--- src/rtl/segre_hazard_ctrl.sv ---
// Pipeline sequencing controller for the Segre core: stage hold/bubble controls
// for memory-wait stalls, taken-branch redirects with flush, and load-use hazards.
module segre_hazard_ctrl #(
  parameter int unsigned REG_SIZE     = 5,
  parameter int unsigned FLUSH_CYCLES = 2,
  parameter int unsigned CNT_WIDTH    = 32
) (
  input  logic                 clk_i,
  input  logic                 rst_i,
  input  logic [REG_SIZE-1:0]  id_rs1_addr_i,
  input  logic [REG_SIZE-1:0]  id_rs2_addr_i,
  input  logic                 id_rs1_use_i,
  input  logic                 id_rs2_use_i,
  input  logic                 ex_memop_rd_i,
  input  logic [REG_SIZE-1:0]  ex_rf_waddr_i,
  input  logic                 tkbr_i,
  input  logic                 mem_req_i,
  input  logic                 mem_ready_i,
  output logic                 block_if_o,
  output logic                 block_id_o,
  output logic                 block_ex_o,
  output logic                 block_mem_o,
  output logic                 inject_nops_id_o,
  output logic                 inject_nops_ex_o,
  output logic                 pc_redirect_o,
  output logic                 kill_if_o,
  output logic [CNT_WIDTH-1:0] stall_cycles_o,
  output logic [CNT_WIDTH-1:0] flush_count_o
);

  typedef enum logic [1:0] {RUN, MEM_WAIT, FLUSH} state_e;

  localparam logic [2:0]           FCNT_RELOAD = 3'(FLUSH_CYCLES - 1);
  localparam bit                   MULTI_FLUSH = (FLUSH_CYCLES > 1);
  localparam logic [CNT_WIDTH-1:0] CNT_ONE     = {{(CNT_WIDTH-1){1'b0}}, 1'b1};

  state_e                state_q, state_d;
  logic [2:0]            fcnt_q, fcnt_d;
  logic                  pend_q, pend_d;
  logic [CNT_WIDTH-1:0]  stall_q, flush_q;

  logic mem_wait, load_use;
  logic blk_all, blk_lu, redir, flush_bubble;

  assign mem_wait = mem_req_i & ~mem_ready_i;
  assign load_use = ex_memop_rd_i && (ex_rf_waddr_i != '0) &&
                    ((id_rs1_use_i && (id_rs1_addr_i == ex_rf_waddr_i)) ||
                     (id_rs2_use_i && (id_rs2_addr_i == ex_rf_waddr_i)));

  always_comb begin
    state_d      = state_q;
    fcnt_d       = fcnt_q;
    pend_d       = pend_q;
    blk_all      = 1'b0;
    blk_lu       = 1'b0;
    redir        = 1'b0;
    flush_bubble = 1'b0;
    case (state_q)
      RUN: begin
        if (mem_wait) begin
          blk_all = 1'b1;
          state_d = MEM_WAIT;
          if (tkbr_i) pend_d = 1'b1;
        end else if (tkbr_i) begin
          redir = 1'b1;
        end else if (load_use) begin
          blk_lu = 1'b1;
        end
      end
      MEM_WAIT: begin
        if (!mem_ready_i) begin
          blk_all = 1'b1;
          if (tkbr_i) pend_d = 1'b1;
        end else if (pend_q || tkbr_i) begin
          redir = 1'b1;
        end else begin
          state_d = RUN;
        end
      end
      FLUSH: begin
        if (mem_wait) begin
          blk_all = 1'b1;
          state_d = MEM_WAIT;
          if (tkbr_i) pend_d = 1'b1;
        end else if (tkbr_i) begin
          redir = 1'b1;
        end else begin
          flush_bubble = 1'b1;
          fcnt_d       = fcnt_q - 3'd1;
          if (fcnt_q <= 3'd1) state_d = RUN;
        end
      end
      default: state_d = RUN;
    endcase
    // A redirect from any state shares the same bookkeeping.
    if (redir) begin
      pend_d = 1'b0;
      if (MULTI_FLUSH) begin
        fcnt_d  = FCNT_RELOAD;
        state_d = FLUSH;
      end else begin
        state_d = RUN;
      end
    end
  end

  assign block_if_o       = ~rst_i & (blk_all | blk_lu);
  assign block_id_o       = ~rst_i & (blk_all | blk_lu);
  assign block_ex_o       = ~rst_i & blk_all;
  assign block_mem_o      = ~rst_i & blk_all;
  assign inject_nops_id_o = rst_i | redir | flush_bubble | blk_lu;
  assign inject_nops_ex_o = rst_i;
  assign pc_redirect_o    = ~rst_i & redir;
  assign kill_if_o        = rst_i | redir | flush_bubble;
  assign stall_cycles_o   = stall_q;
  assign flush_count_o    = flush_q;

  always_ff @(posedge clk_i) begin
    if (rst_i) begin
      state_q <= RUN;
      fcnt_q  <= 3'd0;
      pend_q  <= 1'b0;
      stall_q <= '0;
      flush_q <= '0;
    end else begin
      state_q <= state_d;
      fcnt_q  <= fcnt_d;
      pend_q  <= pend_d;
      if ((blk_all || blk_lu) && (stall_q != '1)) stall_q <= stall_q + CNT_ONE;
      if (redir && (flush_q != '1)) flush_q <= flush_q + CNT_ONE;
    end
  end

endmodule

--- config.mk ---
export PLATFORM = sky130hd
export DESIGN_NAME = segre_hazard_ctrl
export DESIGN_NICKNAME = d
export VERILOG_FILES = /design/src/rtl/segre_hazard_ctrl.sv
export SDC_FILE = /design/constraint.sdc
export NUM_CORES = 1
export LEC_CHECK = 0
export CAP_MARGIN = 20
export CORE_MARGIN = 2
export CORE_UTILIZATION = 45
export DETAILED_ROUTE_END_ITERATION = 10
export GPL_ROUTABILITY_DRIVEN = 0
export PLACE_DENSITY = 0.83
export SETUP_SLACK_MARGIN = 0.3
export SLEW_MARGIN = 20
export SYNTH_ARGS = -nofsm -noshare
export SYNTH_HDL_FRONTEND = slang
export SYNTH_SLANG_ARGS = --single-unit
--- constraint.sdc ---
create_clock -name clk_i -period 3.65 [get_ports clk_i]
set_input_delay 0.5475 -clock clk_i [delete_from_list [all_inputs] [get_ports clk_i]]
set_output_delay 0.5475 -clock clk_i [all_outputs]
set_load 0.01 [all_outputs]
==> out/metrics.csv, run 1 <==
stage;metric;value;unit
global_routing;grt total ovfl;0;
power;Flop pwr share;48.3;%
sta;Min Clock Period, post-route;3.19;ns
power;net switching share of the total power;24.1;%
sta;hold_ws;0.500;ns
power;Int Pwr;1.23;mW
worst_setup_path;reg2reg start;stall_cycles_o[2];
global_routing;vias in the first global route;3401;
finish;# fillers;710;
routing;DRC Markers;0;
synthesis;post-synthesis net count;483;
floorplan;num rows;33;
clock_network;CTS buffer count;9;
worst_setup_path;critical path data arrival time;2.64;ns
clock_network;maximum clock path buffer count;2;
power;leak pwr;1.58;nW
worst_setup_path;CP max FO;9;
sta;RSZ-0062 raised after global routing;false;
worst_setup_path;Worst Setup End Kind;output port;
sta;Max Freq;313;MHz
sta;Final Hold Viols;0;
synthesis;Post-synth EDFFs;0;
synthesis;most frequent cell after synthesis;dfxtp_1;
floorplan;die width;95.4;um
routing;antenna viol nets, final;0;
synthesis;top-area cell type share of the netlist area;37.3;%
synthesis;Ys Warns;0;
clock_network;Clk Latency, worst-skew pair;0.34;ns
synthesis;top cells by count, synth;70 x dfxtp_1, 60 x nor2_1, 39 x xnor2_1, 32 x nand2_1, 28 x a21oi_1;
synthesis;top_reg_cell synth;dfxtp_1;
placed_design;Post-DP HPWL;6.87;mm
synthesis;ranking of synthesized cells by area;dfxtp_1 37%, xnor2_1 9.1%, nor2_1 6.0%;
clock_network;post_cts resized;0;
worst_setup_path;crit path launch;tkbr_i;
clock_network;hold buffers post-CTS;0;
floorplan;die area;9100;um^2
power;Worst VDD drop;0.183;mV
synthesis;Mean Syn Cell Area;8.25;um^2
global_routing;gr usage total;21.9;%
routing;drt pass-1 iters;4;
power;Comb pwr share;9.4;%
global_routing;first-pass GRT wire length;15.9;mm
clock_network;H-tree levels;3;
finish;area of the multi-input gates;2250;um^2
run;max cap viols;0;
worst_setup_path;worst path required time;3.10;ns
power;Clock Power Share;42.4;%
routing;via count;3719;
sta;clock skew;0.0183;ns
hold_path;Worst Hold Class;register to register;
power;switching power;389;uW
finish;sequential cell area;1400;um^2
synthesis;biggest area consumer among synthesized cells;dfxtp_1;
sta;setup violators final;0;
floorplan;Core Area;8180;um^2
power;Pwr per Cell Area;323;nW/um^2
sta;Worst slew margin;58.9;%
synthesis;flops & latches, synth;70;
synthesis;ys async rst share;0;%
global_routing;largest net degree at the start of global routing;41;
finish;Layout area overhead;32.9;%
sta;final critical-path share of the clock period;87.5;%
clock_network;clock transition at the registers of the reported paths;0.07;ns
placed_design;port bufs;94;
sta;Worst Max-Slew Pin Slew;0.608;ns
synthesis;Syn Inst Count;456;
global_routing;initial antenna violation count;0;
clock_network;clock sinks;70;
hold_path;Hold Startpoint;stall_cycles_o[30];
synthesis;Seq/Total Area, Yosys;37.3;%
routing;Via density;5.66;
finish;proportion of layout cells with a drive suffix above 1;7.97;%
floorplan;IO Pins;95;
routing;drt wl/cell;14.7;um
synthesis;Yosys cell types;52;
sta;Fin Setup TNS;0;ns
sta;Slew Viols, Final;0;
floorplan;Die H;95.4;um
finish;Ant. Diodes;0;
worst_setup_path;critical path class;input pin to output port;
worst_setup_path;CP Launch Type;input pin;
clock_network;Root Buffer;clkbuf_8;
routing;1st-iter DRT viols;215;
clock_network;post-CTS setup buffers;0;
clock_network;CTS tree;yes;
synthesis;Netlist Area Pre-Place;3760;um^2
finish;# nets final;574;
routing;drt total wl;9.68;mm
floorplan;initial core utilization;46.0;%
run_status;status;finished clean;
-- power groups by stage --
stage / Combinational [mW] / Clock (mW) / Sequential (mW)
6_report: 0.151 / 0.684 / 0.779
5_1_grt: 0.166 / 0.730 / 0.781
4_1_cts: 0.152 / 0.690 / 0.779
3_5_place_dp: 0.151 / 0 / 0.797
3_3_place_gp: 0.146 / 0 / 0.796
2_1_floorplan: 0.0827 / 0 / 0.797
-- cells by family (layout without fill, tap and decap cells) --
logic type / after synthesis / in the layout / share of synthesized area, %
flops: 70 / 70 / 37.3
xor+xnor: 47 / 47 / 10.9
simple gates: 243 / 243 / 35.5
compound gates: 58 / 58 / 9.02
mux: 9 / 9 / 2.76
fa+ha+maj: 4 / 4 / 1.33
buf+inv: 25 / 121 / 3.13
-- state kept, by name, summed over array words and instances, names as in the netlist --
register        cells
fcnt_q              3
pend_q              1
flush_count_o      32
stall_cycles_o     32
state_q             2
-- cells in the final DEF, fill, tap and decap left out, types with 9 or more instances in the layout --
master,count
xnor2_1,39
nand3_1,21
clkbuf_8,9
clkdlybuf4s50_1,93
or3_1,12
o21ai_0,9
a21oi_1,27
nor3_1,15
nor2b_1,9
nor2_1,60
and4_1,10
nor4_1,15
nand2_1,32
dfxtp_1,70
nand4_1,24
-- per-stage QoR --
step / utilization, % / instance area (um^2) / setup slack [ns] / power (mW) / instances
after floorplan: - / 3760 / 1.21 / 0.880 / 456
after global placement: 58.5 / 4780 / 0.500 / 0.942 / 641
after detailed placement: 58.5 / 4780 / 0.470 / 0.948 / 641
after CTS: 61.1 / 4990 / 0.468 / 1.62 / 657
after global routing: 61.1 / 5000 / 0.313 / 1.68 / 657
final: 61.1 / 5000 / 0.458 / 1.61 / 657
-- critical path, stage by stage --
cell and delay (ns):
clkdlybuf4s50_1 0.47, a21oi_1 0.14, o21ai_0 0.14, a21o_2 0.31, or3_1 0.39, a21o_1 0.17, clkdlybuf4s50_1 0.48
-- path summary, 6_finish.rpt --
kind / depth (start not counted) / endpoint / slack, ns
max: 7 / inject_nops_id_o / 0.46
min: 2 / stall_cycles_o[30] / 0.50
max reg2reg: 5 / stall_cycles_o[27] / 1.08
min reg2reg: 2 / stall_cycles_o[30] / 0.50
-- area by class of cell --
cell class                 count  share of cell area, %
multi-input combinational    361                   45.0
clock inverter                 6                   1.73
clock buffer                  10                   2.55
timing repair buffer         101                   19.8
inverter                       4                  0.301
sequential                    70                   28.0
tap                          105                   2.63
-- metal layers --
layer  part of all wire, %  GRT usage (%)
met5                     0              0
met2                    45           36.0
met3                   7.6           4.74
met4                   1.7           7.86
met1                    45           28.5
Power figures use the tool's default switching activity.
==> run 2, diff against run 1 <==
--- a/config.mk
+++ b/config.mk
@@ -7,10 +7,10 @@
 export LEC_CHECK = 0
 export CAP_MARGIN = 20
 export CORE_MARGIN = 2
-export CORE_UTILIZATION = 45
+export CORE_UTILIZATION = 50
 export DETAILED_ROUTE_END_ITERATION = 10
 export GPL_ROUTABILITY_DRIVEN = 0
-export PLACE_DENSITY = 0.83
+export PLACE_DENSITY = 0.9
 export SETUP_SLACK_MARGIN = 0.3
 export SLEW_MARGIN = 20
 export SYNTH_ARGS = -nofsm -noshare
==> run 2 against run 1 <==
  * Sequential power hardly changed
  * Critical path depth unchanged
  * Global-route usage grew 3.2 points
  * Final cell count shrank 1.1%
  * Core utilization grew 7.4 points
  * Clock power down 6.0%
  * Fmax decreased by 0.35%
  * Worst setup slack lost 0.011 ns
  * Sequential share of layout area is 0.16 points higher
  * Non-clock buffer count is 1 lower
  * Wire length grew 5.8%
  * Critical path type unchanged
  * Largest cell class unchanged
  * Highest routed layer unchanged
==> out/metrics.csv, run 2 (synthesized netlist as in run 1, its figures left out) <==
stage;metric;value;unit;change
run_status;status;finished clean;;unchanged
worst_setup_path;worst path required time;3.10;ns;about the same
finish;# fillers;589;;was 710
sta;setup violators final;0;;unchanged
finish;# nets final;573;;was 574
sta;Worst Max-Slew Pin Slew;0.623;ns;was 0.608 ns
global_routing;initial antenna violation count;0;;unchanged
floorplan;num rows;31;;was 33
sta;Fin Setup TNS;0;ns;unchanged
routing;via count;3864;;was 3719
clock_network;Clk Latency, worst-skew pair;0.35;ns;was 0.34 ns
sta;clock skew;0.00685;ns;was 0.0183 ns
routing;Via density;5.94;;was 5.66
worst_setup_path;CP max FO;9;;unchanged
clock_network;maximum clock path buffer count;2;;unchanged
placed_design;Cell Area, Placed;4770;um^2;was 4780 um^2
clock_network;hold buffers post-CTS;0;;unchanged
finish;commonest non-fill, non-tap cell in the layout;clkdlybuf4s50_1;;unchanged
floorplan;Core Area;7250;um^2;was 8180 um^2
global_routing;grt total ovfl;0;;unchanged
routing;DRC Markers;0;;unchanged
sta;Min Clock Period, post-route;3.20;ns;was 3.19 ns
power;Worst VDD drop;0.231;mV;was 0.183 mV
hold_path;Hold Startpoint;fcnt_q[1];;was stall_cycles_o[30]
finish;Final Cell Area;4970;um^2;was 5000 um^2
clock_network;CTS tree;yes;;unchanged
finish;commonest cells after routing, fill and taps aside;93 x clkdlybuf4s50_1, 70 x dfxtp_1, 60 x nor2_1;;unchanged
floorplan;Die H;90.7;um;was 95.4 um
clock_network;CTS buffer count;9;;unchanged
worst_setup_path;critical path class;input pin to output port;;unchanged
power;leak pwr;1.57;nW;was 1.58 nW
sta;Slew Viols, Final;0;;unchanged
clock_network;clock sinks;70;;unchanged
worst_setup_path;critical path data arrival time;2.66;ns;was 2.64 ns
global_routing;vias in the first global route;3628;;was 3401
placed_design;Post-DP HPWL;7.30;mm;was 6.87 mm
sta;Setup WS post-layout;0.447;ns;was 0.458 ns
worst_setup_path;reg2reg setup slack;1.12;ns;was 1.08 ns
sta;Worst slew margin;57.9;%;was 58.9%
clock_network;clock transition at the registers of the reported paths;0.07;ns;about the same
global_routing;gr usage total;25.2;%;was 21.9%
worst_setup_path;Worst Setup End Kind;output port;;unchanged
worst_setup_path;reg2reg start;stall_cycles_o[2];;unchanged
worst_setup_path;Reg2Reg Depth;5;;unchanged
finish;proportion of layout cells with a drive suffix above 1;7.44;%;was 7.97%
floorplan;IO Pins;95;;unchanged
global_routing;largest net degree at the start of global routing;41;;unchanged
hold_path;hold-critical path depth;2;;unchanged
clock_network;post-CTS setup buffers;0;;unchanged
routing;drt wl/cell;15.7;um;was 14.7 um
placed_design;port bufs;94;;unchanged
floorplan;die width;90.7;um;was 95.4 um
placed_design;DP Worst Slack;0.457;ns;was 0.470 ns
sta;Max Freq;312;MHz;was 313 MHz
worst_setup_path;crit path launch;tkbr_i;;unchanged
worst_setup_path;RR Endpoint;stall_cycles_o[27];;unchanged
hold_path;Worst Hold End;fcnt_q[1];;was stall_cycles_o[30]
sta;RSZ-0062 raised after global routing;false;;unchanged
routing;antenna viol nets, final;0;;unchanged
worst_setup_path;CP Launch Type;input pin;;unchanged
routing;drt total wl;10.2;mm;was 9.68 mm
routing;drt pass-1 iters;6;;was 4
run;max cap viols;0;;unchanged
hold_path;Worst Hold Class;register to register;;unchanged
clock_network;post_cts resized;0;;unchanged
finish;Layout area overhead;32.1;%;was 32.9%
finish;Ant. Diodes;0;;unchanged
clock_network;H-tree levels;3;;unchanged
floorplan;die area;8230;um^2;was 9100 um^2
clock_network;Root Buffer;clkbuf_8;;unchanged
power;Pwr per Cell Area;317;nW/um^2;was 323 nW/um^2
floorplan;initial core utilization;51.8;%;was 46.0%
sta;Final Hold Viols;0;;unchanged
global_routing;first-pass GRT wire length;17.3;mm;was 15.9 mm
sta;final critical-path share of the clock period;87.8;%;was 87.5%
routing;1st-iter DRT viols;245;;was 215
sta;hold_ws;0.509;ns;was 0.500 ns
## run 2: per-stage QoR
stage | std cells | power (mW) | utilization, %
final | 650 | 1.57 | 68.5
after global routing | 650 | 1.63 | 68.5
after CTS | 650 | 1.59 | 68.5
after detailed placement | 634 | 0.947 | 65.7
after global placement | 634 | 0.940 | 65.7
after floorplan | 456 | 0.880 | -
## run 2: worst max path at each step
stage | to | slack, ns | cells past startpoint
2_1_floorplan | stall_cycles_o[27] | 1.21 | 7
3_3_place_gp | inject_nops_id_o | 0.51 | 7
3_5_place_dp | inject_nops_id_o | 0.46 | 7
4_1_cts | inject_nops_id_o | 0.45 | 7
5_1_grt | block_id_o | 0.30 | 7
6_report | inject_nops_id_o | 0.45 | 7
## run 2: layout make-up
class | instances | area [um^2] | share of cell area, %
inverters | 4 | 15.0 | 0.302
well taps | 99 | 124 | 2.49
clock buffers | 13 | 159 | 3.20
clock inverters | 3 | 42.5 | 0.856
multi-input cells | 361 | 2240 | 45.2
repair buffers | 100 | 981 | 19.7
flip-flops and latches | 70 | 1400 | 28.2
## run 2: power by group
group / total [mW] / internal, mW / switching (mW)
Clock: 0.643 / 0.353 / 0.290
Combinational: 0.151 / 0.0695 / 0.0817
Sequential: 0.779 / 0.771 / 0.00807
## run 2: routing by layer
metal / vias up / track usage [%] / share of wire, %
met5: - / 0 / 0
met4: 0 / 9.87 / 2.2
met3: 23 / 6.51 / 8.7
met2: 205 / 42.1 / 48
met1: 1808 / 30.9 / 41
li1: 1828 / - / -
## run 2: critical path: stages
cell	delay, ns
clkdlybuf4s50_1	0.47
a21oi_1	0.13
o21ai_0	0.13
a21o_1	0.30
or3_1	0.41
a21o_1	0.18
clkdlybuf4s50_1	0.47
